[config.mk]
export PLATFORM = sky130hd
export DESIGN_NAME = imem_loader_flat
export DESIGN_NICKNAME = d
export VERILOG_FILES = /design/src/rtl/imem_loader_pkg.sv /design/src/rtl/imem_loader_if.sv /design/src/rtl/imem_loader_timeout.sv /design/src/rtl/imem_loader.sv /design/src/flat_wrapper.sv
export SDC_FILE = /design/constraint.sdc
export NUM_CORES = 1
export LEC_CHECK = 0
export ABC_AREA = 0
export CAP_MARGIN = 5
export CORE_AREA = 2 2 126 128
export CTS_BUF_LIST = sky130_fd_sc_hd__clkbuf_4 sky130_fd_sc_hd__clkbuf_8
export DETAILED_ROUTE_END_ITERATION = 7
export DIE_AREA = 0 0 128 130
export PLACE_DENSITY = 0.61
export SYNTH_ARGS = -nofsm -noshare
export SYNTH_HDL_FRONTEND = slang
export SYNTH_SLANG_ARGS = --single-unit
[constraint.sdc]
create_clock -name Clk_In -period 6.25 [get_ports Clk_In]
set_input_delay 1.25 -clock Clk_In [delete_from_list [all_inputs] [get_ports Clk_In]]
set_output_delay 1.25 -clock Clk_In [all_outputs]
set_load 0.01 [all_outputs]
[src/rtl/imem_loader_pkg.sv]
// rtl/imem_loader_pkg.sv - shared constants, FSM states and helpers for the program loader
package imem_loader_pkg;

    localparam int ISIZE_DEF = 18;
    localparam int DSIZE_DEF = 16;

    localparam logic [7:0] SYNC_BYTE = 8'hA5;

    typedef enum logic [3:0] {
        S_IDLE,
        S_LEN_HI,
        S_LEN_LO,
        S_B0,
        S_B1,
        S_B2,
        S_CSUM,
        S_DONE,
        S_ERROR
    } state_t;

    // States in which a frame is open and a silent line must eventually fail.
    function automatic logic in_frame(state_t s);
        return s inside {S_LEN_HI, S_LEN_LO, S_B0, S_B1, S_B2, S_CSUM};
    endfunction

endpackage

[src/rtl/imem_loader_if.sv]
// rtl/imem_loader_if.sv - byte stream in and instruction RAM write port out
interface imem_loader_if
    import imem_loader_pkg::*;
#(
    parameter int ISIZE = ISIZE_DEF,
    parameter int DSIZE = DSIZE_DEF
);
    logic [7:0]       Byte_In;
    logic             Byte_Valid_In;
    logic             Wr_En_Out;
    logic [DSIZE-1:0] Wr_Add_Out;
    logic [ISIZE-1:0] Wr_Data_Out;

    modport master (
        input  Byte_In, Byte_Valid_In,
        output Wr_En_Out, Wr_Add_Out, Wr_Data_Out
    );

    modport slave (
        output Byte_In, Byte_Valid_In,
        input  Wr_En_Out, Wr_Add_Out, Wr_Data_Out
    );
endinterface

[src/rtl/imem_loader_timeout.sv]
// rtl/imem_loader_timeout.sv - idle-cycle counter with clear, enable and expiry
module loader_timeout #(
    parameter int TIMEOUT = 65535
) (
    input  logic clk_i,
    input  logic rst_i,
    input  logic en_i,
    input  logic clr_i,
    output logic expired_o
);
    localparam int CW = $clog2(TIMEOUT + 1);

    logic [CW-1:0] cnt_q;

    // A clear in the expiry cycle suppresses the expiry: the byte wins.
    assign expired_o = en_i && !clr_i && (cnt_q == CW'(TIMEOUT - 1));

    always_ff @(posedge clk_i) begin
        if (rst_i || clr_i || !en_i) begin
            cnt_q <= '0;
        end else if (!expired_o) begin
            cnt_q <= cnt_q + 1'b1;
        end
    end
endmodule

[src/rtl/imem_loader.sv]
// rtl/imem_loader.sv - frames UART bytes into 18-bit words and writes them to instruction RAM
module imem_loader
    import imem_loader_pkg::*;
#(
    parameter int ISIZE     = ISIZE_DEF,
    parameter int DSIZE     = DSIZE_DEF,
    parameter int MEM_DEPTH = 1024,
    parameter int TIMEOUT   = 65535
) (
    input  logic             Clk_In,
    input  logic             Rst_In,
    imem_loader_if.master    bus,
    output logic             Cpu_Hold_Out,
    output logic             Busy_Out,
    output logic             Done_Out,
    output logic             Err_Out,
    output logic [DSIZE-1:0] Word_Cnt_Out
);
    localparam logic [DSIZE:0] DEPTH_W = (DSIZE + 1)'(MEM_DEPTH);

    state_t           state_q;
    logic [7:0]       len_hi_q, csum_q;
    logic [1:0]       b0_q;
    logic [7:0]       b1_q;
    logic [DSIZE-1:0] len_q, addr_q, word_cnt_q, wr_add_q;
    logic [ISIZE-1:0] wr_data_q;
    logic             wr_en_q, hold_q, busy_q, done_q, err_q;

    logic [7:0]       byte_d;
    logic             strobe_d, tmo_expired;
    logic [DSIZE-1:0] len_d;
    logic [ISIZE-1:0] word_d;

    assign byte_d   = bus.Byte_In;
    assign strobe_d = bus.Byte_Valid_In;
    assign len_d    = DSIZE'({len_hi_q, byte_d});
    assign word_d   = ISIZE'({b0_q, b1_q, byte_d});

    loader_timeout #(.TIMEOUT(TIMEOUT)) u_timeout (
        .clk_i     (Clk_In),
        .rst_i     (Rst_In),
        .en_i      (in_frame(state_q)),
        .clr_i     (strobe_d),
        .expired_o (tmo_expired)
    );

    always_ff @(posedge Clk_In) begin
        if (Rst_In) begin
            state_q    <= S_IDLE;
            len_hi_q   <= '0;
            csum_q     <= '0;
            b0_q       <= '0;
            b1_q       <= '0;
            len_q      <= '0;
            addr_q     <= '0;
            word_cnt_q <= '0;
            wr_add_q   <= '0;
            wr_data_q  <= '0;
            wr_en_q    <= 1'b0;
            hold_q     <= 1'b0;
            busy_q     <= 1'b0;
            done_q     <= 1'b0;
            err_q      <= 1'b0;
        end else begin
            wr_en_q <= 1'b0;
            // The write issued last cycle is now committed; count it.
            if (wr_en_q) begin
                addr_q     <= addr_q + 1'b1;
                word_cnt_q <= word_cnt_q + 1'b1;
            end
            if (tmo_expired) begin
                state_q <= S_ERROR;
                err_q   <= 1'b1;
                busy_q  <= 1'b0;
            end else if (strobe_d) begin
                case (state_q)
                    S_IDLE, S_DONE, S_ERROR: begin
                        if (byte_d == SYNC_BYTE) begin
                            state_q    <= S_LEN_HI;
                            busy_q     <= 1'b1;
                            hold_q     <= 1'b1;
                            done_q     <= 1'b0;
                            err_q      <= 1'b0;
                            addr_q     <= '0;
                            csum_q     <= '0;
                            word_cnt_q <= '0;
                        end
                    end
                    S_LEN_HI: begin
                        len_hi_q <= byte_d;
                        csum_q   <= csum_q + byte_d;
                        state_q  <= S_LEN_LO;
                    end
                    S_LEN_LO: begin
                        len_q  <= len_d;
                        csum_q <= csum_q + byte_d;
                        if ({1'b0, len_d} > DEPTH_W) begin
                            state_q <= S_ERROR;
                            err_q   <= 1'b1;
                            busy_q  <= 1'b0;
                        end else if (len_d == '0) begin
                            state_q <= S_CSUM;
                        end else begin
                            state_q <= S_B0;
                        end
                    end
                    S_B0: begin
                        b0_q    <= byte_d[1:0];
                        csum_q  <= csum_q + byte_d;
                        state_q <= S_B1;
                    end
                    S_B1: begin
                        b1_q    <= byte_d;
                        csum_q  <= csum_q + byte_d;
                        state_q <= S_B2;
                    end
                    S_B2: begin
                        csum_q    <= csum_q + byte_d;
                        wr_en_q   <= 1'b1;
                        wr_add_q  <= addr_q;
                        wr_data_q <= word_d;
                        state_q   <= (addr_q == len_q - 1'b1) ? S_CSUM : S_B0;
                    end
                    S_CSUM: begin
                        busy_q <= 1'b0;
                        if (byte_d == csum_q) begin
                            state_q <= S_DONE;
                            done_q  <= 1'b1;
                            hold_q  <= 1'b0;
                        end else begin
                            state_q <= S_ERROR;
                            err_q   <= 1'b1;
                        end
                    end
                    default: state_q <= S_IDLE;
                endcase
            end
        end
    end

    assign bus.Wr_En_Out   = wr_en_q;
    assign bus.Wr_Add_Out  = wr_add_q;
    assign bus.Wr_Data_Out = wr_data_q;
    assign Cpu_Hold_Out    = hold_q;
    assign Busy_Out        = busy_q;
    assign Done_Out        = done_q;
    assign Err_Out         = err_q;
    assign Word_Cnt_Out    = word_cnt_q;
endmodule

[src/flat_wrapper.sv]
// flat-port wrapper written by rule: the top's interface ports become plain ports
module imem_loader_flat import imem_loader_pkg::*;
#(
    parameter int ISIZE     = ISIZE_DEF,
    parameter int DSIZE     = DSIZE_DEF,
    parameter int MEM_DEPTH = 1024,
    parameter int TIMEOUT   = 65535
)
  (Clk_In, Rst_In, Cpu_Hold_Out, Busy_Out, Done_Out, Err_Out, Word_Cnt_Out, bus_Byte_In, bus_Byte_Valid_In, bus_Wr_En_Out, bus_Wr_Add_Out, bus_Wr_Data_Out);
  imem_loader_if #(.ISIZE(ISIZE), .DSIZE(DSIZE)) bus_i ();
  input  logic Clk_In;
  input  logic Rst_In;
  output logic Cpu_Hold_Out;
  output logic Busy_Out;
  output logic Done_Out;
  output logic Err_Out;
  output logic [DSIZE-1:0] Word_Cnt_Out;
  input wire logic [$bits(bus_i.Byte_In)-1:0] bus_Byte_In;
  input wire logic [$bits(bus_i.Byte_Valid_In)-1:0] bus_Byte_Valid_In;
  output wire logic [$bits(bus_i.Wr_En_Out)-1:0] bus_Wr_En_Out;
  output wire logic [$bits(bus_i.Wr_Add_Out)-1:0] bus_Wr_Add_Out;
  output wire logic [$bits(bus_i.Wr_Data_Out)-1:0] bus_Wr_Data_Out;
  assign bus_i.Byte_In = bus_Byte_In;
  assign bus_i.Byte_Valid_In = bus_Byte_Valid_In;
  assign bus_Wr_En_Out = bus_i.Wr_En_Out;
  assign bus_Wr_Add_Out = bus_i.Wr_Add_Out;
  assign bus_Wr_Data_Out = bus_i.Wr_Data_Out;
  imem_loader #(.ISIZE(ISIZE), .DSIZE(DSIZE), .MEM_DEPTH(MEM_DEPTH), .TIMEOUT(TIMEOUT)) u_core (.Clk_In(Clk_In), .Rst_In(Rst_In), .bus(bus_i), .Cpu_Hold_Out(Cpu_Hold_Out), .Busy_Out(Busy_Out), .Done_Out(Done_Out), .Err_Out(Err_Out), .Word_Cnt_Out(Word_Cnt_Out));
endmodule
==> out/qor.log, run 1 <==
qor: placed_design.detailedPlacementHpwl 9790 um
qor: power.leakage 2.76 nW
qor: power.irDropWorstVdd 0.129 mV
qor: timing.clock.fmax 288 MHz
qor: floorplanning.chipHeight 130 um
qor: setup_path.cp_top_family simple AND/OR/NAND/NOR gates
qor: layout.combined_area_of_the_multi_input_logic_cells 0.00315 mm^2
qor: drt.routedWlPerCell 14.2 um
qor: layout.antenna_cells 0
qor: clock_network.cts_buffers 17
qor: global_routing.grt_pass1_vias 4,622
qor: layout.fin_area 0.00713 mm^2
qor: setup_path.cp_slowest_stage_delay 0.94 ns
qor: status.outcome completed
qor: clock_network.cts.reportedPaths.clkPinSlew 0.07 ns
qor: timing.final.setup.tns 0 ns
qor: setup_path.arrival 3.74 ns
qor: logic_synthesis.synth_sequential_area_ratio 0.443
qor: floorplanning.fp.dieArea 0.0166 mm^2
qor: logic_synthesis.synthesis.nets 738
qor: logic_synthesis.synth.avg_cell_area 8.42 um^2
qor: timing.rsz0062_at_grt false
qor: drt.route.detailed.vias_per_inst 5.16
qor: logic_synthesis.synth_top_family_by_area simple AND/OR/NAND/NOR gates
qor: setup_path.slowest_stage nand2b_1
qor: drt.drt-initial-drc-count 382
qor: timing.report.final.slew_viol_count 0
qor: logic_synthesis.main_flop_type_after_synthesis dfxtp_1
qor: setup_path.required 6.53 ns
qor: clock_network.post_cts_sizing_count 0
qor: logic_synthesis.synth_simple_gate_area_share 0.240
qor: logic_synthesis.synth_async_sr_flop_share 0
qor: logic_synthesis.number_of_enable_type_register_cells_in_the_synthesized_netlist 0
qor: clock_network.insertion_delay 0.45 ns
qor: power.power.density_cell_area 295 mW/mm^2
qor: clock_network.cts-hold-fix-buffers 0
qor: floorplanning.floorplan.rows 46
qor: min_path.worstHoldStart u_core.b1_q[6]$_SDFFE_PP0P_
qor: floorplanning.die_width 128 um
qor: logic_synthesis.synth_compound_gate_area_share 0.0843
qor: timing.finalCriticalPeriod 3.47 ns
qor: setup_path.cp.buffers_inverters 1
qor: floorplanning.fp.coreArea 0.0154 mm^2
qor: setup_path.critPathKind in2reg
qor: setup_path.cp_max_fo 33
qor: floorplanning.initial_utilization 0.390
qor: clock_network.max_root_sink_buffers 2
qor: layout.final-seq-area 0.00266 mm^2
qor: drt.wire_length_after_detailed_routing 13,800 um
qor: setup_path.setup.worst_path.start_class input port
qor: logic_synthesis.netlist-cell-type-count 44
qor: global_routing.globalRoute.totalOverflow 0
qor: timing.finClkSkew 0.00997 ns
qor: logic_synthesis.synth_mux_area_frac 0.0616
qor: clock_network.htree_levels 4
qor: logic_synthesis.netlist_area_pre_place 0.00601 mm^2
qor: logic_synthesis.netlist.top_cell.by_area dfxtp_1
qor: logic_synthesis.post_synth_xor_area_fraction 0.109
qor: clock_network.clock_sink_count 133
qor: setup_path.cp_common_cell nand2b_1
qor: setup_path.critical_path.startpoint bus_Byte_In[6]
qor: layout.area.growth.synth_to_final 18.6%
qor: global_routing.grt_util_all_layers 0.172
qor: floorplanning.io_pins 66
qor: logic_synthesis.synth.yosys.warnings 0
qor: run.max_cap_violations 0
qor: setup_path.crit-reg2reg-launch u_core.state_q[2]$_SDFFE_PP0P_
qor: timing.finalSetupViolCount 0
qor: clock_network.tritoncts_clock_tree yes
qor: setup_path.timing.critical_path.to_type register
qor: power.post-layout-total-power 0.00210 W
qor: clock_network.cts_root_buf clkbuf_8
qor: layout.finalCoreUtilization 0.462
qor: setup_path.cp_cell_sequence clkdlybuf4s50_1 > nor4_1 > and3_1 > nand2b_1 > nand2b_1 > nor2_1
qor: drt.detail_route.drc_violations 0
qor: logic_synthesis.synth_seq_cells 133
qor: drt.drt_pass1_iterations 5
qor: min_path.hold_class reg2reg
qor: logic_synthesis.ys_top_cells_by_count dfxtp_1 (133), nor2_1 (108), nand2_1 (98), a21oi_1 (56), xor2_1 (47)
qor: drt.vias 4,982
qor: timing.final_hold_violations 0
qor: global_routing.initial_antenna_violation_count 0
qor: logic_synthesis.synth_top_area_frac 0.443
qor: placed_design.placement.io_buffers 65
qor: layout.num-nets-final 787
qor: global_routing.grt_max_degree 84
qor: placed_design.finalWeightedCongestion 0.874
qor: placed_design.placement.cell_area 0.00676 mm^2
qor: logic_synthesis.synth.most_common_cell dfxtp_1
qor: clock_network.post_cts.repair.setup_buffers 0
qor: drt.antenna_violating_nets_post_route 0
qor: timing.post-route-period-util 0.555
qor: global_routing.grt_first_pass_wirelength 22,900 um
qor: timing.worst_max_slew_pin_slew 1.24 ns
qor: logic_synthesis.synth_fa_ha_area_frac 0.0283
qor: layout.drive_gt1_frac 0.0465
qor: logic_synthesis.post_synth_inst_count 714
qor: layout.fillers 1,518
qor: logic_synthesis.ys_top_cells_by_area dfxtp_1 (44%), xor2_1 (6.8%), nor2_1 (6.7%), mux2i_1 (6.2%), nand2_1 (6.1%)
qor: timing.maxSlewHeadroom 0.171
[worst paths after layout]
check | cells past startpoint | to | slack (ns)
worst min-delay path | 2 | u_core.bus.Wr_Data_Out[14]$_SDFFE_PP0P_ | 0.46
worst max register to register | 5 | u_core.Word_Cnt_Out[7]$_SDFF_PP0_ | 3.47
worst min register to register | 2 | u_core.bus.Wr_Data_Out[14]$_SDFFE_PP0P_ | 0.46
worst max-delay path | 6 | u_core.Word_Cnt_Out[7]$_SDFF_PP0_ | 2.78
[layout by cell type, fill, tap and decap left out, drive strengths merged, types with 18 or more instances in the layout]
cell | synthesis | routed
mux2i | 37 | 37
nand4 | 18 | 18
nand2 | 98 | 98
xor2 | 47 | 47
nor2 | 108 | 108
clkdlybuf4s50 | 0 | 64
nor3 | 18 | 18
a21oi | 56 | 56
clkbuf | 28 | 20
nand3 | 30 | 30
dfxtp | 133 | 133
xnor2 | 28 | 28
[cell families after synthesis]
family	Yosys count
AOI/OAI and AO/OA	88
DFF	133
and+or+nand+nor	320
xor gates and xnor gates	75
buffers and inverters	48
muxes	37
adders and majority gates	13
[power by group]
part | total, W | internal, W | switching [W]
clock network | 0.000692 | 0.000365 | 0.000326
logic | 0.000447 | 0.000191 | 0.000256
registers | 0.000962 | 0.000896 | 0.0000659
[per-stage QoR]
step	instances	hold WS, ns	setup WS (ns)
5_1_grt	966	0.477	2.49
3_5_place_dp	936	0.448	2.36
6_report	966	0.456	2.78
2_1_floorplan	714	0.431	3.43
3_3_place_gp	936	0.444	2.40
4_1_cts	966	0.458	2.84
[registers in the layout, summed over array words and instances (netlist names), 8 cells and up]
name / count
u_core.Word_Cnt_Out: 16
u_core.addr_q: 16
u_core.b1_q: 8
u_core.bus.Wr_Add_Out: 16
u_core.bus.Wr_Data_Out: 18
u_core.csum_q: 8
u_core.len_hi_q: 8
u_core.len_q: 16
u_core.u_timeout.cnt_q: 16
[tightest hold or removal path: stages (launching register included)]
cell	delay, ns
dfxtp_1	0.31
nand2_1	0.05
a21oi_1	0.05
[layout make-up]
cell class,instances,area share
clock inverters,10,0.0153
clock buffers,20,0.0369
inverters,10,0.00527
flip-flops and latches,133,0.373
well taps,192,0.0337
multi-input cells,533,0.442
repair buffers,68,0.0937
[per-layer routing]
metal / track usage / vias to the layer above / wire, um
met5: 0 / - / 0
met4: 0.0698 / 0 / 226
met3: 0.0381 / 15 / 510
met2: 0.269 / 114 / 6240
met1: 0.231 / 2330 / 6790
li1: - / 2523 / -
No activity file was read; power rests on OpenSTA's default activity.
==> inputs of run 2 (changes only) <==
- PLACE_DENSITY: 0.61 -> 0.63
- clock period: 6.25 -> 2.8 ns (I/O delays scaled with it)
==> out/qor.log, run 2 (same netlist as run 1, synthesis figures left out) <==
qor: drt.routedWlPerCell 13.4 um [-5.9%]
qor: clock_network.post_cts.repair.setup_buffers 0 [unchanged]
qor: status.outcome completed
qor: setup_path.critical_path.reg2reg.endpoint u_core.state_q[0]$_SDFFE_PP0P_
qor: power.power.density_cell_area 647 mW/mm^2 [+120%]
qor: drt.vias 4,996 [+0.28%]
qor: setup_path.rrSetupSlack 0.44 ns [-3.03 ns]
qor: drt.top_layer met4
qor: timing.final_hold_violations 0 [unchanged]
qor: global_routing.grt_util_all_layers 0.167 [-0.00447]
qor: setup_path.critical_path.startpoint u_core.len_q[0]$_SDFFE_PP0P_
qor: clock_network.tritoncts_clock_tree yes
qor: min_path.hold-path-endpoint u_core.bus.Wr_Add_Out[7]$_SDFFE_PP0P_
qor: setup_path.required 3.14 ns [-3.39 ns]
qor: drt.drt_pass1_iterations 5 [unchanged]
qor: min_path.hold_class reg2reg
qor: drt.route.detailed.vias_per_inst 5.04 [-2.3%]
qor: floorplanning.initial_utilization 0.390 [unchanged]
qor: clock_network.cts-hold-fix-buffers 0 [unchanged]
qor: global_routing.initial_antenna_violation_count 0 [unchanged]
qor: drt.detail_route.drc_violations 0 [unchanged]
qor: power.post-layout-total-power 0.00474 W [+130%]
qor: setup_path.slowest_stage or4b_1
qor: clock_network.cts_buffers 17 [unchanged]
qor: setup_path.cp_max_fo 5 [-85%]
qor: floorplanning.io_pins 66 [unchanged]
qor: timing.post-route-period-util 0.844
qor: clock_network.max_root_sink_buffers 2 [unchanged]
qor: timing.clock.fmax 423 MHz
qor: global_routing.globalRoute.totalOverflow 0 [unchanged]
qor: power.leakage 2.88 nW [+4.3%]
qor: global_routing.grt_pass1_vias 4,561 [-1.3%]
qor: drt.wl_met1 6650 um [-2.1%]
qor: timing.rsz0062_at_grt false
qor: floorplanning.floorplan.rows 46 [unchanged]
qor: layout.drive_gt1_frac 0.0775 [+0.0310]
qor: drt.wire_length_after_detailed_routing 13,300 um [-3.4%]
qor: clock_network.htree_levels 4 [unchanged]
qor: layout.area.growth.synth_to_final 22.0%
qor: global_routing.grt_first_pass_wirelength 22,300 um [-2.7%]
qor: drt.antenna_violating_nets_post_route 0 [unchanged]
qor: floorplanning.fp.coreArea 0.0154 mm^2 [unchanged]
qor: clock_network.cts.reportedPaths.clkPinSlew 0.07 ns [about the same]
qor: setup_path.arrival 2.70 ns [-1.04 ns]
qor: placed_design.finalWeightedCongestion 0.900 [+3.0%]
qor: drt.wl_met3 572 um [+12%]
qor: timing.maxSlewHeadroom 0.622 [+0.451]
qor: run.max_cap_violations 0 [unchanged]
qor: layout.final_common_cell dfxtp_1
qor: setup_path.setup.worst_path.start_class register
qor: floorplanning.die_width 128 um [unchanged]
qor: timing.report.final.slew_viol_count 0 [unchanged]
qor: global_routing.grt_max_degree 46 [-45%]
qor: drt.drt-initial-drc-count 252 [-34%]
qor: timing.finalSetupViolCount 0 [unchanged]
qor: clock_network.clock_sink_count 133 [unchanged]
qor: setup_path.timing.critical_path.to_type register
qor: timing.worst_max_slew_pin_slew 0.561 ns [-0.682 ns]
qor: floorplanning.chipHeight 130 um [unchanged]
qor: clock_network.cts_root_buf clkbuf_8
qor: timing.finalCriticalPeriod 2.36 ns
qor: placed_design.placement.io_buffers 65 [unchanged]
qor: placed_design.detailedPlacementHpwl 9520 um [-2.8%]
qor: timing.finClkSkew 0.00914 ns [-0.000830 ns]
qor: setup_path.cp_slowest_stage_delay 0.56 ns [-0.38 ns]
qor: setup_path.cp_cell_sequence inv_1 > ha_1 > or4b_1 > xor2_1 > or3_1 > a21oi_1 > o2111ai_1 > o2bb2ai_1
qor: clock_network.insertion_delay 0.45 ns [about the same]
qor: setup_path.critPathKind reg2reg
qor: setup_path.crit-reg2reg-launch u_core.len_q[0]$_SDFFE_PP0P_
qor: layout.num-nets-final 811 [+3.0%]
qor: clock_network.post_cts_sizing_count 0 [unchanged]
qor: floorplanning.fp.dieArea 0.0166 mm^2 [unchanged]
qor: layout.number_of_flip_flops_under_the_largest_register_name 18 [unchanged]
qor: layout.finalCoreUtilization 0.476 [+0.0134]
qor: power.irDropWorstVdd 0.331 mV [+160%]
qor: timing.final.setup.tns 0 ns [unchanged]
qor: min_path.worstHoldPathCells 2 [unchanged]
qor: layout.layout_common_cells dfxtp_1 (133), nor2_1 (108), nand2_1 (98)
qor: setup_path.reg2regPathDepth 8 [+3]
qor: layout.antenna_cells 0 [unchanged]
qor: min_path.worstHoldStart u_core.bus.Wr_Add_Out[7]$_SDFFE_PP0P_
qor: drt.wl_met2 5850 um [-6.3%]
[run 2: changes by cell type in the layout (fill, tap and decap cells not counted), sizes merged]
cell / before / now
buf: 4 / 28
bufinv: 2 / 1
clkbuf: 20 / 21
clkinv: 6 / 7
clkinvlp: 2 / 3
[run 2: layout make-up]
| cell class | count | area, um^2 |
|---|---|---|
| clock buffer | 21 | 283 |
| clock inverter | 11 | 103 |
| fill | 1522 | 8090 |
| inverter | 10 | 37.5 |
| multi-input combinational | 533 | 3150 |
| sequential | 133 | 2660 |
| tap | 192 | 240 |
| timing repair buffer | 92 | 861 |
[run 2: power by group]
part           leakage, nW  total, W  switching [W]  internal, W
Clock                0.191   0.00154       0.000756     0.000781
Combinational         1.61   0.00108       0.000602     0.000482
Sequential            1.07   0.00212       0.000123      0.00200
Total                 2.88   0.00474        0.00148      0.00326
[run 2: metal layers]
layer	vias up	GRT usage
met5	-	0
met4	0	0.0556
met3	21	0.0467
met2	105	0.257
met1	2289	0.229
li1	2581	-
[run 2: critical path: cells and delay by family (launching register included)]
family	cells	cell delay (ns)
adders and majority gates	1	0.22
and+or+nand+nor	2	0.87
xor gates and xnor gates	1	0.17
DFF	1	0.36
AOI/OAI and AO/OA	3	0.57
buffers and inverters	1	0.07
[run 2: worst max path at each step]
stage | slack (ns) | cells after the start | to
final | 0.44 | 8 | u_core.state_q[0]$_SDFFE_PP0P_
after global routing | 0.29 | 9 | u_core.state_q[0]$_SDFFE_PP0P_
after CTS | 0.42 | 9 | u_core.state_q[0]$_SDFFE_PP0P_
after detailed placement | 0.03 | 9 | u_core.state_q[2]$_SDFFE_PP0P_
after global placement | 0.11 | 9 | u_core.state_q[2]$_SDFFE_PP0P_
after floorplan | 0.67 | 9 | u_core.csum_q[6]$_SDFFE_PP0P_
[run 2: per-stage QoR]
step                setup WS, ns  area (um^2)  hold WS [ns]  std cells
floorplan                  0.670         6010         0.431        714
global placement           0.106         6950         0.442        960
detailed placement        0.0321         6950         0.446        960
CTS                        0.422         7340         0.456        992
global route               0.286         7340         0.479        992
finish                     0.436         7340         0.452        992
